==> config.mk <==
export PLATFORM = sky130hd
export DESIGN_NAME = seg7_scan_driver
export DESIGN_NICKNAME = d
export VERILOG_FILES = /design/src/rtl/seg7_scan_driver.sv
export SDC_FILE = /design/constraint.sdc
export NUM_CORES = 1
export LEC_CHECK = 0
export CORE_ASPECT_RATIO = 1.5
export CORE_MARGIN = 2
export CORE_UTILIZATION = 52
export CTS_CLUSTER_DIAMETER = 40
export DETAILED_ROUTE_END_ITERATION = 12
export GPL_ROUTABILITY_DRIVEN = 0
export PLACE_DENSITY_LB_ADDON = 0.05
export SYNTH_ARGS = -nofsm -noshare
export SYNTH_HDL_FRONTEND = slang
export SYNTH_SLANG_ARGS = --single-unit
==> constraint.sdc <==
create_clock -name clk -period 1.8 [get_ports clk]
set_input_delay 0.27 -clock clk [delete_from_list [all_inputs] [get_ports clk]]
set_output_delay 0.27 -clock clk [all_outputs]
set_load 0.005 [all_outputs]
==> src/rtl/seg7_scan_driver.sv <==
// Binary-to-7-segment driver: sequential shift-add-3 BCD conversion, atomic commit
// to display registers, and a free-running multiplexed digit scan.
module seg7_scan_driver #(
    parameter int WIDTH    = 8,
    parameter int DIGITS   = 3,
    parameter int SCAN_DIV = 1000
) (
    input  logic              clk,
    input  logic              rst,
    input  logic [WIDTH-1:0]  in_value,
    input  logic              in_valid,
    output logic              in_ready,
    input  logic              blank_lz,
    output logic              busy,
    output logic              overflow,
    output logic [6:0]        seg,
    output logic [DIGITS-1:0] dig_en
);

    function automatic longint pow10(input int n);
        longint r = 1;
        for (int i = 0; i < n; i++) r = r * 10;
        return r;
    endfunction

    localparam logic [63:0] MAX_VAL = 64'(pow10(DIGITS) - 1);
    localparam int BW = 4 * DIGITS;
    localparam int CW = $clog2(WIDTH + 1);
    localparam int PW = (SCAN_DIV > 1) ? $clog2(SCAN_DIV) : 1;
    localparam int IW = (DIGITS > 1) ? $clog2(DIGITS) : 1;

    typedef enum logic [1:0] {IDLE, CONVERT, COMMIT} state_t;

    state_t           state_q, state_d;
    logic [WIDTH-1:0] bin_q, bin_d;
    logic [BW-1:0]    bcd_q, bcd_d;
    logic [BW-1:0]    bcdAdj;
    logic [CW-1:0]    cnt_q, cnt_d;
    logic             ovfPend_q, ovfPend_d;
    logic [BW-1:0]    disp_q, disp_d;
    logic             overflow_q, overflow_d;
    logic [PW-1:0]    presc_q, presc_d;
    logic [IW-1:0]    digIdx_q, digIdx_d;

    logic [DIGITS-1:0] blankVec;
    logic              allZero;
    logic [3:0]        curNib;
    logic              curBlank;

    always_ff @(posedge clk or posedge rst) begin
        if (rst) begin
            state_q    <= IDLE;
            bin_q      <= '0;
            bcd_q      <= '0;
            cnt_q      <= '0;
            ovfPend_q  <= 1'b0;
            disp_q     <= '0;
            overflow_q <= 1'b0;
            presc_q    <= '0;
            digIdx_q   <= '0;
        end else begin
            state_q    <= state_d;
            bin_q      <= bin_d;
            bcd_q      <= bcd_d;
            cnt_q      <= cnt_d;
            ovfPend_q  <= ovfPend_d;
            disp_q     <= disp_d;
            overflow_q <= overflow_d;
            presc_q    <= presc_d;
            digIdx_q   <= digIdx_d;
        end
    end

    // Display registers are only written in COMMIT so partial results never show.
    always_comb begin
        state_d    = state_q;
        bin_d      = bin_q;
        bcd_d      = bcd_q;
        cnt_d      = cnt_q;
        ovfPend_d  = ovfPend_q;
        disp_d     = disp_q;
        overflow_d = overflow_q;
        bcdAdj     = bcd_q;
        for (int i = 0; i < DIGITS; i++) begin
            if (bcd_q[4*i +: 4] >= 4'd5) bcdAdj[4*i +: 4] = bcd_q[4*i +: 4] + 4'd3;
        end
        case (state_q)
            IDLE: begin
                if (in_valid) begin
                    bin_d     = in_value;
                    bcd_d     = '0;
                    cnt_d     = CW'(WIDTH);
                    ovfPend_d = (64'(in_value) > MAX_VAL);
                    state_d   = CONVERT;
                end
            end
            CONVERT: begin
                {bcd_d, bin_d} = {bcdAdj, bin_q} << 1;
                cnt_d = cnt_q - CW'(1);
                if (cnt_q == CW'(1)) state_d = COMMIT;
            end
            COMMIT: begin
                disp_d     = bcd_q;
                overflow_d = ovfPend_q;
                state_d    = IDLE;
            end
            default: state_d = IDLE;
        endcase
    end

    always_comb begin
        presc_d  = presc_q + PW'(1);
        digIdx_d = digIdx_q;
        if (presc_q == PW'(SCAN_DIV - 1)) begin
            presc_d  = '0;
            digIdx_d = (digIdx_q == IW'(DIGITS - 1)) ? '0 : digIdx_q + IW'(1);
        end
    end

    // A non-units digit is blankable when it and every digit above it are zero.
    always_comb begin
        allZero  = 1'b1;
        blankVec = '0;
        for (int i = DIGITS - 1; i >= 1; i--) begin
            allZero     = allZero & (disp_q[4*i +: 4] == 4'd0);
            blankVec[i] = allZero;
        end
        curNib   = 4'd0;
        curBlank = 1'b0;
        for (int i = 0; i < DIGITS; i++) begin
            if (digIdx_q == IW'(i)) begin
                curNib   = disp_q[4*i +: 4];
                curBlank = blankVec[i];
            end
        end
        case (curNib)
            4'd0:    seg = 7'b0000001;
            4'd1:    seg = 7'b1001111;
            4'd2:    seg = 7'b0010010;
            4'd3:    seg = 7'b0000110;
            4'd4:    seg = 7'b1001100;
            4'd5:    seg = 7'b0100100;
            4'd6:    seg = 7'b0100000;
            4'd7:    seg = 7'b0001111;
            4'd8:    seg = 7'b0000000;
            4'd9:    seg = 7'b0000100;
            default: seg = 7'b1111111;
        endcase
        if (overflow_q)                seg = 7'b1111110;
        else if (blank_lz && curBlank) seg = 7'b1111111;
    end

    assign in_ready = (state_q == IDLE);
    assign busy     = (state_q != IDLE);
    assign overflow = overflow_q;
    assign dig_en   = DIGITS'(1) << digIdx_q;

endmodule

### Yosys cells after proc, flatten, opt, wreduce, memory -nomap -nowiden

Memory sizes are Yosys's and may differ from the RTL's.
Cells that the tools add are included.

| storage, ports and cells | value |
|---|---|
| bits in read-only memories | 112 |
| logic and storage cells | 56 |
| output and inout port bits | 13 |
| bits of input ports | 12 |
| bits in writable memories | 0 |
| memories | 1 |
| bits in latches | 0 |
| register bits after elaboration | 50 |

| cells by class | value |
|---|---|
| equal/unequal tests | 8 |
| div/mod/pow operators | 0 |
| bitwise operators | 1 |
| multipliers | 0 |
| shift operators | 1 |
| $add $sub $neg | 6 |
| magnitude comparators | 3 |
| multiplexer cells | 20 |
| reductions and logical operators | 9 |

Memories:

| memory | depth | width | rd ports | clocked after memory_dff | wr ports | line | source |
|---|---|---|---|---|---|---|---|
| (name not given) | 16 | 7 | 1 | 0 | 0 | 136 | `case (curNib)` |

Operators by type and width:

| kind | count |
|---|---|
| $mux W4 | 6 |
| $pmux W12 S2 | 1 |
| $pmux W8 S2 | 1 |
| $ge A4 B3 Y1 const B | 3 |
| $mux W12 | 1 |
| $add A10 B1 Y10 const B | 1 |
| $eq A10 B10 Y1 const B | 1 |
| $mux W10 | 1 |
| $add A4 B2 Y4 const B | 2 |
| $logic_not A4 Y1 | 2 |
| $mux W8 | 1 |
| $pmux W4 S2 | 1 |
| $mux W7 | 1 |
| $mux W2 | 3 |
| $eq A2 B1 Y1 const B | 2 |
| $eq A2 B2 Y1 const B | 2 |
| $eq A4 B1 Y1 const B | 1 |
| $logic_not A2 Y1 | 2 |
| $ne A2 B2 Y1 const B | 2 |
| $pmux W2 S2 | 1 |
| $reduce_and A2 Y1 | 2 |
| $reduce_bool A2 Y1 | 2 |
| $sub A4 B1 Y4 const B | 1 |
| $add A3 B2 Y3 const B | 1 |
| 6 further kinds | 7 |

### Logic depth before layout (Yosys ltp)

| logic depth | value |
|---|---|
| depth after elaboration | 6 |
| mapped depth | 9 |
| gate-level depth less buffers | 7 |

### Least setup slack after synthesis

OpenSTA, ideal clock, no wires.

| path | value |
|---|---|
| path kind | register to output |
| start | register digIdx_q[1] |
| end | output seg[4] |
| path slack | -0.187 ns |
| arrival | 1.717 ns |
| cell stages (with the launch flop) | 8 |
| data required time | 1.530 ns |
| cells stage by stage | dfrtp_1 -> buf_6 -> nor2b_1 -> buf_2 -> a2bb2oi_1 -> ha_1 -> inv_1 -> o311ai_0 |

| on the way | value |
|---|---|
| word-level cells in the longest chain between the ends | 6 |

Ends and longest elaborated chain:

| what | line | source |
|---|---|---|
| start, declared | 43 | `logic [IW-1:0] digIdx_q, digIdx_d;` |
| start signal, assigned | 70 | `digIdx_q <= digIdx_d;` |
| $logic_not A2 Y1 | 131 | `if (digIdx_q == IW'(i)) begin` |
| $mux W4 (3 in series) | 131 |  |
| $mem_v2 Z16 W7 | -- |  |
| $mux W7 (*) | 150 | `else if (blank_lz && curBlank) seg = 7'b1111111;` |
| end, declared | 16 | `output logic [6:0] seg,` |

Every way passes the cells marked *; elsewhere a longest branch is shown, timed or not.

### Worst setup path in the final report

| path | value |
|---|---|
| start | register digIdx_q[0] |
| end | output seg[2] |

The elaborated chain is that of the path after synthesis.

==> impl_metrics.ini <==
[critical_path]
critPathArrivalTime_ns = 1.99
path_cells = mux2i_2 > a2bb2oi_2 > buf_4 > ha_1 > mux2_4 > a32oi_1 > buf_2
r2r_cells = 5
max_stage_delay_ns = 0.49
required_ns = 1.53
end_kind = output pin
path_depth = 7
path_class = flip-flop to output pin
critPathMaxFanout = 6
crit_family = flip-flops
slowest_stage = dfrtp_2
crit_buf_inv = 2
start_kind = flip-flop

[logic_synthesis]
synth_top_area_share_pct = 45.5
yosys.area.top_type = dfrtp_1
ys_warn_count = 0
ys_async_sr_fraction_pct = 100
syn_inst = 272
ys_ff_latch = 50
synth_cell_types = 51
ys_seq_area_share_pct = 45.5
syn_area_um2 = 2750
yosys-top-cells-area = dfrtp_1 46%, ha_1 6.8%, o21ai_0 5.3%, mux2_2 4.5%, mux2i_1 4.0%
synth_ff_type = dfrtp_1
synth_fp_nets = 299
synth_edf_count = 0
syn_area_per_cell_um2 = 10.1

[placement]
dp_cells = 373
dp_hpwl_mm = 3.81
port_buffers = 23
dp_slack_ns = -0.607
placed_area_um2 = 3200

[finish]
layout-drive-gt1-share_pct = 27.0
area_delta_synth_final_pct = 26.0
fin_nets = 348
final_area_um2 = 3460
antenna_cells = 0
final_cell_mix = 48 x dfrtp_1, 29 x o21ai_0, 28 x nand2_1
fillers = 459
stdcell_count = 390
layout.cells.most_common = dfrtp_1

[run_status]
outcome = finished with violations
violations = negative setup slack

[detailed_routing]
vias = 2067
drtPass1Iterations = 4
drc_errors = 0
vias_per_cell = 5.30
ant_nets = 0
first_iter_violations = 73
drt-total-wl_mm = 5.54
wire_per_inst_um = 14.2

[timing]
fin_worst_skew_ns = 0.0116
fin_crit_ns = 2.26
hold_viol = 0
slew_viol_final = 0
rsz0062_at_grt = true
finalSetupViolCount = 8
whs_ns = 0.301
fin_ws_ns = -0.462
min_period_over_period_pct = 126
fmax_mhz = 442

[global_route]
grt_max_degree = 51
antenna_found_initial = 0
grt_pass1_wl_mm = 9.33
track_usage_pct = 20.0
grt_pass1_vias = 2022
grt_overflow_total = 0

[power]
ir_drop_mv = 0.896
finalPower_w = 0.00498
power_density_nw_per_um2 = 1440
power_leakage_nw = 1.59

[clocking]
tritoncts.num_buffers = 5
hold_buffers = 0
worstSkewPairLatency_ns = 0.32
cts_tree = yes
clockRootBuffer = clkbuf_8
cts.sink_count = 50
clkTransAtPathRegs_ns = 0.11
cts_buffer_depth = 2
htreeDepth = 2

[die]
dieHeight_um = 93.1
die_w_um = 63.4
die_area_um2 = 5900
start_util_pct = 53.6
row_count = 32
ios = 25
core_area_um2 = 5120

[job]
max_cap_viol_count = 0

[min_path]
hold_class = primary input to asynchronous set/reset pin
## worst min-delay path, delay by kind of cell
kind	cells	cell delay [ns]
buf+inv	3	0.74
## synthesized netlist by cell type (2+ instances only)
master / number
ha_1: 15
buf_2: 3
a22o_1: 4
buf_6: 2
mux2_2: 11
xnor2_1: 8
inv_1: 17
clkbuf_1: 6
dfrtp_1: 50
nor2b_1: 5
a31oi_1: 2
nand3_1: 2
nand2b_1: 5
xor2_1: 3
nor4_1: 4
nor3_1: 5
nand2_1: 28
a21oi_1: 11
o21ai_0: 29
nor2_1: 13
o211ai_1: 4
a22oi_1: 2
and3b_1: 5
mux2i_1: 11
## per-stage QoR
stage | util (%) | TNS, ns
finish | 67.6 | -3.17
global route | 67.6 | -3.98
CTS | 66.2 | -3.30
detailed placement | 62.5 | -4.04
global placement | 62.5 | -3.61
floorplan | - | 0
## path summary, 6_finish.rpt
kind / startpoint / end / slack, ns
min in group clk: presc_q[0] / presc_q[0] / 0.47
worst min register to register: presc_q[0] / presc_q[0] / 0.47
worst max register to register: presc_q[0] / digIdx_q[1] / 0.13
max in group asynchronous: rst / state_q[1] / 1.25
worst max-delay path: digIdx_q[0] / seg[2] / -0.46
worst min-delay path: rst / presc_q[9] / 0.30
## per-layer routing
metal | share of wire (%) | global-route usage, % | up-vias
met1 | 42 | 23.5 | 996
met4 | 1.9 | 7.61 | 0
met5 | 0 | 0 | -
met3 | 2.1 | 3.13 | 7
li1 | - | - | 1037
met2 | 54 | 36.1 | 27
## power breakdown
| part | switching, W | total (W) | leakage, nW | internal, W |
|---|---|---|---|---|
| registers | 0.000339 | 0.00183 | 0.643 | 0.00149 |
| clock network | 0.000413 | 0.000704 | 0.0506 | 0.000291 |
| logic | 0.00116 | 0.00244 | 0.897 | 0.00128 |
## cell families (layout without fill, tap and decap cells)
family,after synthesis,after routing,share of synthesized area [%]
flops,50,50,45.5
mux,22,22,8.51
buf+inv,30,80,4.96
xor+xnor,11,11,3.51
other cells,1,1,0.136
fa+ha+maj,15,15,6.83
compound gates,66,66,15.3
simple gates,77,77,15.2
## sequential cells by signal (all words and copies together), names as in the netlist
register / cells
disp_q: 12
bcd_q: 12
presc_q: 10
cnt_q: 4
bin_q: 8
digIdx_q: 2
state_q: 2
## area by class of cell
cell class | instances | area, µm² | area share [%]
clock inverters | 3 | 28.8 | 0.831
repair buffers | 55 | 480 | 13.9
clock buffers | 5 | 68.8 | 1.99
well taps | 68 | 85.1 | 2.46
flip-flops and latches | 50 | 1250 | 36.2
inverters | 17 | 63.8 | 1.84
multi-input cells | 192 | 1480 | 42.8
## repair_timing
action                                  in CTS  in global routing
setup buffers                                9                  1
cloned                                       0                  0
pin swaps                                    8                  2
endpoints found under the hold margin        0                  0
gates resized for setup                     47                 13
endpoints found under the setup margin      11                 12
No activity file was read; power rests on OpenSTA's default activity.
